[src/rtl/adc_ctrl_pkg.sv]
// +----------------------------------------------------------------------+
// | adc_ctrl_pkg: shared constants and types for the ADC capture slice    |
// | Rev 1.0                                                               |
// +----------------------------------------------------------------------+
`default_nettype none

package adc_ctrl_pkg;

  localparam int DEF_DATA_W     = 8;
  localparam int DEF_DIV_W      = 8;
  localparam int DEF_CNT_W      = 16;
  localparam int DEF_FIFO_DEPTH = 8;

  typedef enum logic [1:0] {
    ST_IDLE   = 2'd0,
    ST_RUN    = 2'd1,
    ST_FINISH = 2'd2
  } state_e;

  typedef logic [DEF_DATA_W-1:0] sample_t;

endpackage

`default_nettype wire

[src/rtl/adc_capture_ctrl_if.sv]
// +----------------------------------------------------------------------+
// | adc_capture_ctrl_if: valid/ready sample stream toward the core        |
// | Rev 1.0                                                               |
// +----------------------------------------------------------------------+
`default_nettype none

interface adc_capture_ctrl_if #(
  parameter int DATA_W = 8
) ();

  logic              out_valid;
  logic              out_ready;
  logic [DATA_W-1:0] out_data;

  modport master (output out_valid, output out_data, input out_ready);
  modport slave  (input out_valid, input out_data, output out_ready);

endinterface

`default_nettype wire

[src/rtl/adc_sample_fifo.sv]
// +----------------------------------------------------------------------+
// | adc_sample_fifo: first-word-fall-through sample FIFO                  |
// | Rev 1.0                                                               |
// +----------------------------------------------------------------------+
`default_nettype none

module adc_sample_fifo #(
  parameter int DATA_W = 8,
  parameter int DEPTH  = 8
) (
  input  wire logic              clock,
  input  wire logic              reset,
  input  wire logic              i_push,
  input  wire logic [DATA_W-1:0] i_push_data,
  input  wire logic              i_pop,
  output logic      [DATA_W-1:0] o_pop_data,
  output logic                   o_full,
  output logic                   o_empty
);

  localparam int ADDR_W = $clog2(DEPTH);

  logic [DATA_W-1:0] r_mem [DEPTH];
  logic [ADDR_W:0]   r_wr_ptr;
  logic [ADDR_W:0]   r_rd_ptr;
  logic              w_wr;
  logic              w_rd;

  // One extra pointer bit tells full from empty when the indices match.
  assign o_empty = (r_wr_ptr == r_rd_ptr);
  assign o_full  = (r_wr_ptr[ADDR_W] != r_rd_ptr[ADDR_W]) &&
                   (r_wr_ptr[ADDR_W-1:0] == r_rd_ptr[ADDR_W-1:0]);

  assign w_rd = i_pop && !o_empty;
  assign w_wr = i_push && (!o_full || w_rd);

  assign o_pop_data = o_empty ? '0 : r_mem[r_rd_ptr[ADDR_W-1:0]];

  always_ff @(posedge clock) begin
    if (reset) begin
      r_wr_ptr <= '0;
      r_rd_ptr <= '0;
    end else begin
      if (w_wr) r_wr_ptr <= r_wr_ptr + (ADDR_W+1)'(1);
      if (w_rd) r_rd_ptr <= r_rd_ptr + (ADDR_W+1)'(1);
    end
  end

  always_ff @(posedge clock) begin
    if (w_wr) r_mem[r_wr_ptr[ADDR_W-1:0]] <= i_push_data;
  end

endmodule

`default_nettype wire

[src/rtl/adc_capture_ctrl.sv]
// +----------------------------------------------------------------------+
// | adc_capture_ctrl: ADC clock divider, burst capture and sample FIFO    |
// | Optional pair averaging: define ADC_CAPTURE_AVG_EN.  Rev 1.0          |
// +----------------------------------------------------------------------+
`default_nettype none

module adc_capture_ctrl
  import adc_ctrl_pkg::*;
#(
  parameter int DATA_W     = DEF_DATA_W,
  parameter int DIV_W      = DEF_DIV_W,
  parameter int CNT_W      = DEF_CNT_W,
  parameter int FIFO_DEPTH = DEF_FIFO_DEPTH
) (
  input  wire logic              clock,
  input  wire logic              reset,
  input  wire logic [DIV_W-1:0]  cfg_div,
  input  wire logic [CNT_W-1:0]  cfg_burst_len,
  input  wire logic              start,
  input  wire logic              stop,
  output logic                   adc_clock,
  input  wire logic [DATA_W-1:0] adc_data,
  output logic                   busy,
  output logic                   overflow,
  input  wire logic              ovf_clear,
  adc_capture_ctrl_if.master     out_stream
);

  localparam logic [1:0] c_IDLE   = ST_IDLE;
  localparam logic [1:0] c_RUN    = ST_RUN;
  localparam logic [1:0] c_FINISH = ST_FINISH;

  logic [1:0]        r_state;
  logic [DIV_W-1:0]  r_div_lat;
  logic [DIV_W-1:0]  r_div_cnt;
  logic [CNT_W-1:0]  r_len_lat;
  logic [CNT_W-1:0]  r_cnt;
  logic              r_adc_clk;
  logic [DATA_W-1:0] r_cap_data;
  logic              r_cap_vld;
  logic              r_overflow;

  logic              w_tc;
  logic              w_capture;
  logic              w_sample_done;
  logic [DATA_W-1:0] w_sample;
  logic [CNT_W-1:0]  w_cnt_nxt;
  logic              w_full;
  logic              w_empty;
  logic              w_pop;
  logic              w_drop;

  // A stop overrides the divider, so no new capture starts in that cycle.
  assign w_tc      = (r_state == c_RUN) && !stop && (r_div_cnt == r_div_lat);
  assign w_capture = w_tc && r_adc_clk;
  assign w_cnt_nxt = r_cnt + CNT_W'(1);

`ifdef ADC_CAPTURE_AVG_EN
  logic              r_pair_vld;
  logic [DATA_W-1:0] r_pair_data;
  logic [DATA_W:0]   w_pair_sum;

  assign w_pair_sum    = {1'b0, r_pair_data} + {1'b0, adc_data};
  assign w_sample_done = w_capture && r_pair_vld;
  assign w_sample      = w_pair_sum[DATA_W:1];

  // Leaving RUN discards any unpaired sample.
  always_ff @(posedge clock) begin
    if (reset || (r_state != c_RUN)) begin
      r_pair_vld  <= 1'b0;
      r_pair_data <= '0;
    end else if (w_capture) begin
      r_pair_vld <= !r_pair_vld;
      if (!r_pair_vld) r_pair_data <= adc_data;
    end
  end
`else
  assign w_sample_done = w_capture;
  assign w_sample      = adc_data;
`endif

  always_ff @(posedge clock) begin
    if (reset) begin
      r_state    <= c_IDLE;
      r_div_lat  <= '0;
      r_div_cnt  <= '0;
      r_len_lat  <= '0;
      r_cnt      <= '0;
      r_adc_clk  <= 1'b0;
      r_cap_data <= '0;
      r_cap_vld  <= 1'b0;
    end else begin
      r_cap_vld <= w_sample_done;
      if (w_sample_done) r_cap_data <= w_sample;
      case (r_state)
        c_IDLE: begin
          r_adc_clk <= 1'b0;
          if (start) begin
            r_div_lat <= cfg_div;
            r_len_lat <= cfg_burst_len;
            r_div_cnt <= '0;
            r_cnt     <= '0;
            r_state   <= c_RUN;
          end
        end
        c_RUN: begin
          if (stop) begin
            r_adc_clk <= 1'b0;
            r_state   <= c_FINISH;
          end else begin
            if (w_tc) begin
              r_div_cnt <= '0;
              r_adc_clk <= !r_adc_clk;
            end else begin
              r_div_cnt <= r_div_cnt + DIV_W'(1);
            end
            if (w_sample_done) begin
              r_cnt <= w_cnt_nxt;
              if ((r_len_lat != '0) && (w_cnt_nxt == r_len_lat)) r_state <= c_FINISH;
            end
          end
        end
        c_FINISH: begin
          r_adc_clk <= 1'b0;
          r_state   <= c_IDLE;
        end
        default: r_state <= c_IDLE;
      endcase
    end
  end

  assign w_pop  = out_stream.out_ready && !w_empty;
  assign w_drop = r_cap_vld && w_full && !w_pop;

  // A drop in the same cycle as a clear keeps the flag set.
  always_ff @(posedge clock) begin
    if (reset)          r_overflow <= 1'b0;
    else if (w_drop)    r_overflow <= 1'b1;
    else if (ovf_clear) r_overflow <= 1'b0;
  end

  adc_sample_fifo #(
    .DATA_W (DATA_W),
    .DEPTH  (FIFO_DEPTH)
  ) u_fifo (
    .clock       (clock),
    .reset       (reset),
    .i_push      (r_cap_vld),
    .i_push_data (r_cap_data),
    .i_pop       (w_pop),
    .o_pop_data  (out_stream.out_data),
    .o_full      (w_full),
    .o_empty     (w_empty)
  );

  assign out_stream.out_valid = !w_empty;
  assign adc_clock            = r_adc_clk;
  assign busy                 = (r_state == c_RUN) || (r_state == c_FINISH);
  assign overflow             = r_overflow;

endmodule

`default_nettype wire

[src/flat_wrapper.sv]
// flat-port wrapper written by rule: the top's interface ports become plain ports
module adc_capture_ctrl_flat import adc_ctrl_pkg::*;
#(
  parameter int DATA_W     = DEF_DATA_W,
  parameter int DIV_W      = DEF_DIV_W,
  parameter int CNT_W      = DEF_CNT_W,
  parameter int FIFO_DEPTH = DEF_FIFO_DEPTH
)
  (clock, reset, cfg_div, cfg_burst_len, start, stop, adc_clock, adc_data, busy, overflow, ovf_clear, out_stream_out_valid, out_stream_out_data, out_stream_out_ready);
  adc_capture_ctrl_if #(.DATA_W(DATA_W)) out_stream_i ();
  input  wire logic clock;
  input  wire logic reset;
  input  wire logic [DIV_W-1:0] cfg_div;
  input  wire logic [CNT_W-1:0] cfg_burst_len;
  input  wire logic start;
  input  wire logic stop;
  output logic adc_clock;
  input  wire logic [DATA_W-1:0] adc_data;
  output logic busy;
  output logic overflow;
  input  wire logic ovf_clear;
  output wire logic [$bits(out_stream_i.out_valid)-1:0] out_stream_out_valid;
  output wire logic [$bits(out_stream_i.out_data)-1:0] out_stream_out_data;
  input wire logic [$bits(out_stream_i.out_ready)-1:0] out_stream_out_ready;
  assign out_stream_out_valid = out_stream_i.out_valid;
  assign out_stream_out_data = out_stream_i.out_data;
  assign out_stream_i.out_ready = out_stream_out_ready;
  adc_capture_ctrl #(.DATA_W(DATA_W), .DIV_W(DIV_W), .CNT_W(CNT_W), .FIFO_DEPTH(FIFO_DEPTH)) u_core (.clock(clock), .reset(reset), .cfg_div(cfg_div), .cfg_burst_len(cfg_burst_len), .start(start), .stop(stop), .adc_clock(adc_clock), .adc_data(adc_data), .busy(busy), .overflow(overflow), .ovf_clear(ovf_clear), .out_stream(out_stream_i));
endmodule
[config.mk]
export PLATFORM = sky130hd
export DESIGN_NAME = adc_capture_ctrl_flat
export DESIGN_NICKNAME = d
export VERILOG_FILES = /design/src/rtl/adc_ctrl_pkg.sv /design/src/rtl/adc_capture_ctrl_if.sv /design/src/rtl/adc_sample_fifo.sv /design/src/rtl/adc_capture_ctrl.sv /design/src/flat_wrapper.sv
export SDC_FILE = /design/constraint.sdc
export NUM_CORES = 1
export LEC_CHECK = 0
export ABC_AREA = 1
export CAP_MARGIN = 20
export CELL_PAD_IN_SITES_DETAIL_PLACEMENT = 0
export CELL_PAD_IN_SITES_GLOBAL_PLACEMENT = 1
export CORE_MARGIN = 4
export CORE_UTILIZATION = 35
export DETAILED_ROUTE_END_ITERATION = 10
export PLACE_DENSITY = 0.72
export SLEW_MARGIN = 20
export SYNTH_ARGS = -nofsm -noshare
export SYNTH_HDL_FRONTEND = slang
export SYNTH_HIERARCHICAL = 1
export SYNTH_SLANG_ARGS = --single-unit
[constraint.sdc]
create_clock -name clock -period 2.4 [get_ports clock]
set_clock_uncertainty 0.15 [all_clocks]
set_input_delay 0.72 -clock clock [delete_from_list [all_inputs] [get_ports clock]]
set_output_delay 0.72 -clock clock [all_outputs]
set_load 0.005 [all_outputs]
==> reports/qor.yml, run 1 <==
clock_network:
  cts_tree: "built"
  root_buffer: "clkbuf_16"
  clock_sinks: 136
  cts.path.max_buffers: 2
  h-tree-depth: 4
  clk_pin_slew_worst_paths_ns: 0.06
  cts-hold-fix-buffers: 0
  cts_made_buffers: 17
  clock_latency_ns: 0.42
global_routing:
  antenna_found_initial: 0
  grt_first_pass_wirelength_mm: 27.4
  grt_max_degree: 37
  grt_usage: 0.172
  grt_pass1_vias: 5392
  gr-total-overflow: 0
pwr:
  ir_worst_vdd_mv: 0.466
  power_density_nw_per_um2: 680
  p_leak_nw: 3.44
sta:
  period_minus_slack_ns: 2.60
  finalMaxSlewViolations: 0
  finalCritPeriodShare: 1.08
  fmax_mhz: 385
  final-setup-viol-count: 9
  final_hold_viol_count: 0
  rsz0062_at_grt: "true"
  setup_slack_ns: -0.199
  relSlewSlack: 0.671
  finalHoldWorstSlack_ns: 0.312
  fin_setup_tns_ns: -1.15
  worst_pin_slew_ns: 0.493
floorplan:
  fp-row-count: 49
  io_pins: 50
  die_y_um: 143
  fp.dieW_um: 143
  dieArea_sq_um: 20500
  core_area_sq_um: 18000
  start_util: 0.357
detailed_routing:
  drc: 0
  drt_iter0_markers: 330
  post_drt_wl_per_cell_um: 15.4
  drt-vias-per-instance: 5.00
  num_vias: 5519
  drt_pass1_iterations: 5
  drt-total-wl_mm: 17.0
  ant_nets: 0
finish:
  syn_to_final_growth_pct: 34.0
  fin_util: 0.478
  n_antenna_cell: 0
  final_cell_count_no_fill: 1104
  drive_gt1_frac: 0.235
  fillCellCount: 1704
  fin_nets: 907
synthesis:
  syn_area_sq_um: 6400
  synth_edf_count: 64
  synth-simple-area-share: 0.232
  synth_common_cells: "nor2_1 (152), nand2_1 (114), o21ai_0 (92)"
  synthMuxAreaShare: 0
  yosysTopAreaCell: "edfxtp_1"
  yosysMostFrequentCell: "nor2_1"
  ys_types: 45
  yosys_warnings: 6
  ys_seq_elements: 136
  synth_top_area_share: 0.300
  synthTopCellsByArea: "edfxtp_1 (30%), dfxtp_1 (23%), nor2_1 (8.9%)"
  synth-xor-area-share: 0.0340
  synth_ff_type: "dfxtp_1"
  synth_fa_ha_area_frac: 0.0137
  synthCells: 752
  async_reset_ff_frac: 0
  synth_top_family_by_area: "simple AND/OR/NAND/NOR gates"
  yosysSeqAreaShare: 0.525
  synth.avg_cell_area_sq_um: 8.52
  syn-num-nets: 797
  synth_compound_area_frac: 0.140
critical_path:
  end_kind: "output port"
  reg2regPathDepth: 13
  path_max_fanout: 8
  cpMostUsedCell: "o21ai_1"
  crit_arrival_ns: 1.73
  crit_type: "reg -> out"
  slowest_delay_ns: 0.38
  start_kind: "flop"
  cp_cell_sequence: "buf_12 -> buf_16 -> nor2_4 -> nor2_2 -> o21ai_2 -> o21ai_1 -> o21ai_1 -> nor2_1 -> buf_2"
  required_ns: 1.53
  slowest_stage: "dfxtp_4"
run:
  maxCapViolCount: 0
run_status:
  violations: "negative setup slack"
  status: "finished, violations left"
placed_design:
  placed_cells: 1054
  hpwl_mm: 11.6
  place_congestion: 0.859
  port_buffers: 49
worst_hold_path:
  hold_depth: 2
  min_path_type: "reg -> reg"
[flip-flops by register name (all words and copies together), names as in the netlist, named ones only]
signal / cells
u_core/adc_clock: 1
u_core/overflow: 1
u_core/r_cap_data: 8
u_core/r_cap_vld: 1
u_core/r_cnt: 16
u_core/r_div_cnt: 8
u_core/r_div_lat: 8
u_core/r_len_lat: 16
u_core/r_state: 2
u_core/u_fifo/r_mem: 64
u_core/u_fifo/r_rd_ptr: 4
u_core/u_fifo/r_wr_ptr: 4
[critical path, delay by kind of cell (launching register included)]
family                 cells  cell delay [ns]
and+or+nand+nor            3             0.20
buffers and inverters      3             0.41
AOI/OAI and AO/OA          3             0.31
DFF                        1             0.38
[metrics by stage]
stage | power, mW | cell area (sq um) | worst slack [ns]
2_1_floorplan | 3.05 | 6420 | -0.0208
3_3_place_gp | 3.29 | 7530 | -0.136
3_5_place_dp | 3.31 | 7530 | -0.146
4_1_cts | 5.88 | 8500 | -0.202
5_1_grt | 6.11 | 8580 | -0.271
6_report | 5.84 | 8580 | -0.199
[worst paths after layout]
path | start | endpoint | slack, ns
setup / recovery | flop | out_stream_out_data[1] | -0.20
hold / removal | u_core/r_div_lat[7] | u_core/r_div_lat[7] | 0.31
setup reg to reg | u_core/u_fifo/r_rd_ptr[3] | u_core/u_fifo/r_mem[5][3] | 0.11
hold reg to reg | u_core/r_div_lat[7] | u_core/r_div_lat[7] | 0.31
[cell type report]
| type | instances | area (sq um) | share of cell area |
|---|---|---|---|
| Clock inverter | 15 | 155 | 0.0181 |
| Clock buffer | 17 | 425 | 0.0496 |
| Multi-Input combinational cell | 531 | 2900 | 0.338 |
| Tap cell | 229 | 287 | 0.0334 |
| Sequential cell | 136 | 3380 | 0.393 |
| Timing Repair Buffer | 116 | 1200 | 0.140 |
| Inverter | 60 | 235 | 0.0274 |
[placed cells by master, fill, tap and decap left out, types with 9 or more instances in the layout]
master / n
o21ai_2: 11
xnor2_1: 9
inv_1: 45
nor2_1: 129
a21oi_1: 46
nand2_1: 108
o21ai_0: 54
nor2_2: 20
inv_2: 12
nand4_1: 10
nand3_1: 35
edfxtp_1: 64
clkbuf_16: 17
buf_4: 45
clkdlybuf4s50_1: 39
nor2_4: 13
o21ai_1: 40
buf_12: 9
dfxtp_1: 63
[cell families after synthesis]
group / Yosys count
buffers and inverters: 85
AOI/OAI and AO/OA: 166
adders and majority gates: 7
xor gates and xnor gates: 18
and+or+nand+nor: 340
DFF: 136
[metal layers]
| layer | global-route usage | wire, um | up-vias |
|---|---|---|---|
| met2 | 0.291 | 8360 | 115 |
| met5 | 0 | 0 | - |
| met4 | 0.0619 | 272 | 0 |
| met1 | 0.219 | 7710 | 2627 |
| met3 | 0.0345 | 675 | 23 |
| li1 | - | - | 2754 |
[power breakdown]
part / internal, mW / switching, mW
Sequential: 2.49 / 0.0879
Clock: 1.47 / 1.11
Combinational: 0.291 / 0.385
[repair_timing]
| item | 4_1_cts | 5_1_grt |
|---|---|---|
| resized for setup | 133 | 26 |
| buffers inserted | 12 | 1 |
| endpoints found under the setup margin | 10 | 11 |
| gates cloned | 5 | 0 |
| pin swaps | 45 | 16 |
| hold endpoints to repair | 0 | 0 |
No activity file was read; power rests on OpenSTA's default activity.
==> run 2, diff against run 1 <==
Settings changed: GPL_TIMING_DRIVEN from default to 0.
==> reports/qor.yml, run 2 (synthesized netlist as in run 1, its figures left out) <==
finish:
  multi_input_area_sq_um: 2870  # -0.82%
  n_antenna_cell: 0  # unchanged
  fillCellCount: 1750  # +2.7%
  final_cell_count_no_fill: 1095  # -0.82%
  largest_reg_flops: 64  # unchanged
  layout_commonest_cell: "nor2_1"
  fin_nets: 898  # -0.99%
  layout_common_cells: "nor2_1 (140), nand2_1 (108), o21ai_0 (73), edfxtp_1 (64), dfxtp_1 (58)"
  syn_to_final_growth_pct: 31.3
  drive_gt1_frac: 0.207  # -0.0287
  fin_util: 0.468  # -0.00975
  regArea_sq_um: 3390  # +0.48%
pwr:
  switchingPower_mw: 1.48  # -6.3%
  p_leak_nw: 3.32  # -3.6%
  p_total_mw: 5.67  # -2.8%
  intPower_mw: 4.19  # -1.5%
  clockPowerShare: 0.427  # -0.015
  p_comb_frac: 0.119  # +0.003
  ir_worst_vdd_mv: 0.464  # -0.32%
  p_sw_frac: 0.261  # -0.00977
  p_seq_frac: 0.454  # +0.012
  power_density_nw_per_um2: 675  # -0.78%
critical_path:
  crit_type: "reg -> out"
  path_max_fanout: 8  # unchanged
  reg2regPathDepth: 12  # -1
  required_ns: 1.53  # about the same
  crit_arrival_ns: 1.72  # about the same
  rrSetupSlack_ns: 0.09  # -0.02 ns
  start_kind: "flop"
  end_kind: "output port"
worst_hold_path:
  min_path_type: "reg -> reg"
  hold_depth: 2  # unchanged
global_routing:
  grt_max_degree: 17  # -54%
  grt_first_pass_wirelength_mm: 27.0  # -1.5%
  antenna_found_initial: 0  # unchanged
  grt_usage: 0.171  # -0.000876
  gr-total-overflow: 0  # unchanged
  grt_pass1_vias: 5162  # -4.3%
sta:
  setup_slack_ns: -0.191  # +0.00789 ns
  period_minus_slack_ns: 2.59  # -0.00788 ns
  finalCritPeriodShare: 1.08  # -0.00329
  final_hold_viol_count: 0  # unchanged
  finalHoldWorstSlack_ns: 0.318  # +0.00530 ns
  final-setup-viol-count: 9  # unchanged
  rsz0062_at_grt: "true"
  finalMaxSlewViolations: 0  # unchanged
  fmax_mhz: 386  # +0.30%
  relSlewSlack: 0.565  # -0.106
  worst_pin_slew_ns: 0.653  # +0.160 ns
clock_network:
  cts_made_buffers: 17  # unchanged
  h-tree-depth: 4  # unchanged
  root_buffer: "clkbuf_16"
  cts.path.max_buffers: 2  # unchanged
  clock_latency_ns: 0.42  # about the same
  clk_pin_slew_worst_paths_ns: 0.06  # about the same
  clock_sinks: 136  # unchanged
  cts_tree: "built"
  cts-hold-fix-buffers: 0  # unchanged
detailed_routing:
  drt_iter0_markers: 408  # +24%
  drt-vias-per-instance: 4.91  # -1.7%
  num_vias: 5380  # -2.5%
  post_drt_wl_per_cell_um: 15.6  # +0.92%
  drc: 0  # unchanged
  drt_pass1_iterations: 4  # -1
  drt-total-wl_mm: 17.0  # about the same
  ant_nets: 0  # unchanged
run_status:
  violations: "negative setup slack"
  status: "finished, violations left"
floorplan:
  core_area_sq_um: 18000  # unchanged
  die_y_um: 143  # unchanged
  start_util: 0.357  # unchanged
  io_pins: 50  # unchanged
  fp.dieW_um: 143  # unchanged
  dieArea_sq_um: 20500  # unchanged
  fp-row-count: 49  # unchanged
placed_design:
  dp_slack_ns: -0.810  # -0.664 ns
  place_congestion: 0.848  # -1.2%
  port_buffers: 49  # unchanged
  hpwl_mm: 11.8  # +2.0%
  placed_cells: 1030  # -2.3%
run:
  maxCapViolCount: 0  # unchanged
## run 2: critical path: stages (launching register included)
cell and delay, ns:
dfxtp_4 0.42, buf_8 0.15, nor2_1 0.05, nor2_1 0.07, o21ai_1 0.07, o21ai_1 0.11
o21ai_1 0.09, nor2_1 0.19, buf_2 0.15
## run 2: through the flow
stage | setup TNS (ns) | area (sq um)
global placement | -75.91 | 7200
CTS | -1.75 | 8230
finish | -1.36 | 8410
global route | -2.13 | 8410
floorplan | -0.857 | 6420
detailed placement | -76.67 | 7200
## run 2: final cells by class
type | instances | share of cell area
Buffer | 23 | 0.0235
Clock buffer | 18 | 0.0510
Inverter | 60 | 0.0301
Clock inverter | 14 | 0.0149
Tap cell | 229 | 0.0341
Timing Repair Buffer | 84 | 0.101
Multi-Input combinational cell | 531 | 0.342
Sequential cell | 136 | 0.404
## run 2: worst paths after layout
| check | startpoint | endpoint |
|---|---|---|
| worst min register to register | u_core/r_div_lat[7] | u_core/r_div_lat[7] |
| worst max-delay path | flop | out_stream_out_data[1] |
| worst min-delay path | u_core/r_div_lat[7] | u_core/r_div_lat[7] |
| worst max register to register | u_core/u_fifo/r_rd_ptr[3] | u_core/u_fifo/r_mem[4][3] |
## run 2: power by group through the flow
| stage | sequential (mW) | clock, mW | combinational, mW |
|---|---|---|---|
| 6_report | 2.58 | 2.42 | 0.673 |
| 5_1_grt | 2.59 | 2.59 | 0.760 |
| 4_1_cts | 2.58 | 2.48 | 0.671 |
| 3_5_place_dp | 2.63 | 0 | 0.666 |
| 3_3_place_gp | 2.63 | 0 | 0.667 |
| 2_1_floorplan | 2.60 | 0 | 0.447 |
## run 2: timing repair
| action | in CTS | in global routing |
|---|---|---|
| pin swaps | 22 | 25 |
| endpoints found under the setup margin | 124 | 98 |
| endpoints found under the hold margin | 0 | 0 |
| cloned | 1 | 0 |
| setup buffers | 24 | 10 |
| gates resized for setup | 126 | 45 |
## run 2: metal layers
metal  up-vias  global-route usage  wire length, um
li1       2722                   -                -
met5         -                   0                0
met3        12              0.0392              696
met1      2548               0.229             7990
met2        98               0.280             8150
met4         0              0.0496              201
==> run 3, diff against run 2 <==
Settings changed: CORE_MARGIN 4 to default, DONT_BUFFER_PORTS from default to 1, GPL_TIMING_DRIVEN 0 to default, PLACE_DENSITY 0.72 to 0.67.
==> reports/qor.yml, run 3 (synthesized netlist as in run 1, its figures left out) <==
run_status:
  status: "finished, violations left"
  violations: "negative setup slack"
critical_path:
  path_depth: 6  # -2
  slowest_delay_ns: 0.39  # -0.03 ns
  path_max_fanout: 7  # -1
  required_ns: 1.53  # about the same
  crit_type: "reg -> out"
  slowest_stage: "dfxtp_4"
  reg2reg_from: "u_core/u_fifo/r_rd_ptr[3]"
  path_buf_inv: 2  # unchanged
  reg2regPathDepth: 9  # -3
  worst_path_dominant_cell_family: "buffers and inverters"
  end_kind: "output port"
  crit_arrival_ns: 1.66  # -0.06 ns
  start_kind: "flop"
  cp_cell_sequence: "clkinvlp_4 -> buf_4 -> nor2_1 -> o21ai_1 -> o21ai_1 -> nor2_1"
floorplan:
  start_util: 0.357  # unchanged
  die_y_um: 137  # -4.2%
  core_area_sq_um: 18000  # unchanged
  dieArea_sq_um: 18800  # -8.2%
  io_pins: 50  # unchanged
  fp.dieW_um: 137  # -4.2%
  fp-row-count: 49  # unchanged
detailed_routing:
  post_drt_wl_per_cell_um: 14.6  # -6.4%
  drt_pass1_iterations: 4  # unchanged
  drc: 0  # unchanged
  drt_iter0_markers: 183  # -55%
  num_vias: 5008  # -6.9%
  drt-total-wl_mm: 14.8  # -13%
  ant_nets: 0  # unchanged
  drt-vias-per-instance: 4.93  # +0.32%
finish:
  layout_common_cells: "nor2_1 (145), nand2_1 (113), dfxtp_1 (68), o21ai_0 (66), edfxtp_1 (64)"
  fin_nets: 819  # -8.8%
  syn_to_final_growth_pct: 17.7
  n_antenna_cell: 0  # unchanged
  final_area_sq_um: 7540  # -10%
  largest_reg_flops: 64  # unchanged
  layout_commonest_cell: "nor2_1"
  final_cell_count_no_fill: 1016  # -7.2%
  fin_util: 0.420  # -0.0485
  drive_gt1_frac: 0.160  # -0.0466
global_routing:
  grt_max_degree: 43  # +26
  antenna_found_initial: 0  # unchanged
  grt_first_pass_wirelength_mm: 24.4  # -9.5%
  grt_usage: 0.171  # -0.000501
  gr-total-overflow: 0  # unchanged
  grt_pass1_vias: 4841  # -6.2%
placed_design:
  place_congestion: 0.836  # -1.4%
  placed_cells: 978  # -5.0%
  port_buffers: 0  # -100%
  dp_slack_ns: 0.0765  # +0.887 ns
  hpwl_mm: 10.5  # -11%
  placed_area_sq_um: 6780  # -5.8%
sta:
  rsz0062_at_grt: "true"
  finalCritPeriodShare: 1.05  # -0.0270
  fmax_mhz: 396  # +2.6%
  relSlewSlack: 0.707  # +0.142
  worst_pin_slew_ns: 0.439  # -0.214 ns
  final-setup-viol-count: 8  # -1
  finalMaxSlewViolations: 0  # unchanged
  setup_slack_ns: -0.126  # +0.0647 ns
  final_hold_viol_count: 0  # unchanged
  period_minus_slack_ns: 2.53  # -0.0647 ns
pwr:
  ir_worst_vdd_mv: 0.500  # +7.7%
  p_leak_nw: 2.96  # -11%
  p_total_mw: 5.76  # +1.4%
  power_density_nw_per_um2: 764  # +13%
worst_hold_path:
  hold_depth: 1  # -1
  min_path_type: "in -> reg"
  hold_start: "reset"
clock_network:
  cts_tree: "built"
  cts_made_buffers: 17  # unchanged
  clock_latency_ns: 0.41  # about the same
  cts.path.max_buffers: 2  # unchanged
  clock_sinks: 136  # unchanged
  clk_pin_slew_worst_paths_ns: 0.06  # about the same
  root_buffer: "clkbuf_16"
  h-tree-depth: 4  # unchanged
run:
  maxCapViolCount: 0  # unchanged
## run 3: changes by cell type in the layout (fill, tap and decap cells not counted), sizes merged
cell / delta
clkdlybuf4s50: -39
buf: -24
clkbuf: -17
inv: +8
clkinv: -7
clkinvlp: +1
dlygate4sd2: -1
## run 3: power by group
part           switching, mW  internal (mW)  total (mW)
logic                  0.355          0.208       0.562
registers             0.0834           2.49        2.58
clock network           1.12           1.50        2.62
total                   1.56           4.20        5.76
## run 3: area by class of cell
| class | count | area, sq um |
|---|---|---|
| Clock buffer | 17 | 425 |
| Clock inverter | 15 | 175 |
| Fill cell | 1780 | 10400 |
| Inverter | 60 | 231 |
| Multi-Input combinational cell | 531 | 2770 |
| Sequential cell | 136 | 3370 |
| Tap cell | 229 | 287 |
| Timing Repair Buffer | 27 | 268 |
| Timing Repair inverter | 1 | 7.51 |
## run 3: worst paths after layout
path / end / slack [ns]
max: out_stream_out_data[6] / -0.13
min: u_core/u_fifo/r_rd_ptr[0] / 0.21
max reg2reg: u_core/u_fifo/r_mem[0][6] / 0.21
min reg2reg: u_core/r_div_lat[7] / 0.32
## run 3: metal layers
metal / routed length, um / share of wire / up-vias / track usage
li1: - / - / 2570 / -
met1: 6960 / 0.47 / 2316 / 0.216
met2: 6950 / 0.47 / 109 / 0.285
met3: 718 / 0.049 / 13 / 0.0419
met4: 163 / 0.011 / 0 / 0.0556
met5: 0 / 0 / - / 0
## run 3: worst register-to-register path, delay by kind of cell, from the launching register on
kind | cells | cell delay [ns]
AND/OR/NAND/NOR | 5 | 0.90
flip-flops | 1 | 0.41
buffers and inverters | 3 | 0.20
XOR/XNOR | 1 | 0.19
## run 3: what timing repair did
action                     4_1_cts  5_1_grt
setup endpoints to repair        9       21
pin swaps                       13        9
hold buffers                     0        0
gates cloned                     2        0
gates resized for setup         47       12
hold endpoints to repair         0        0
buffers inserted                 4        0
## run 3: through the flow
step,hold WS (ns),TNS (ns)
CTS,0.198,-1.03
floorplan,0.286,-0.857
global route,0.197,-1.91
finish,0.213,-0.905
global placement,0.307,0
detailed placement,0.313,0
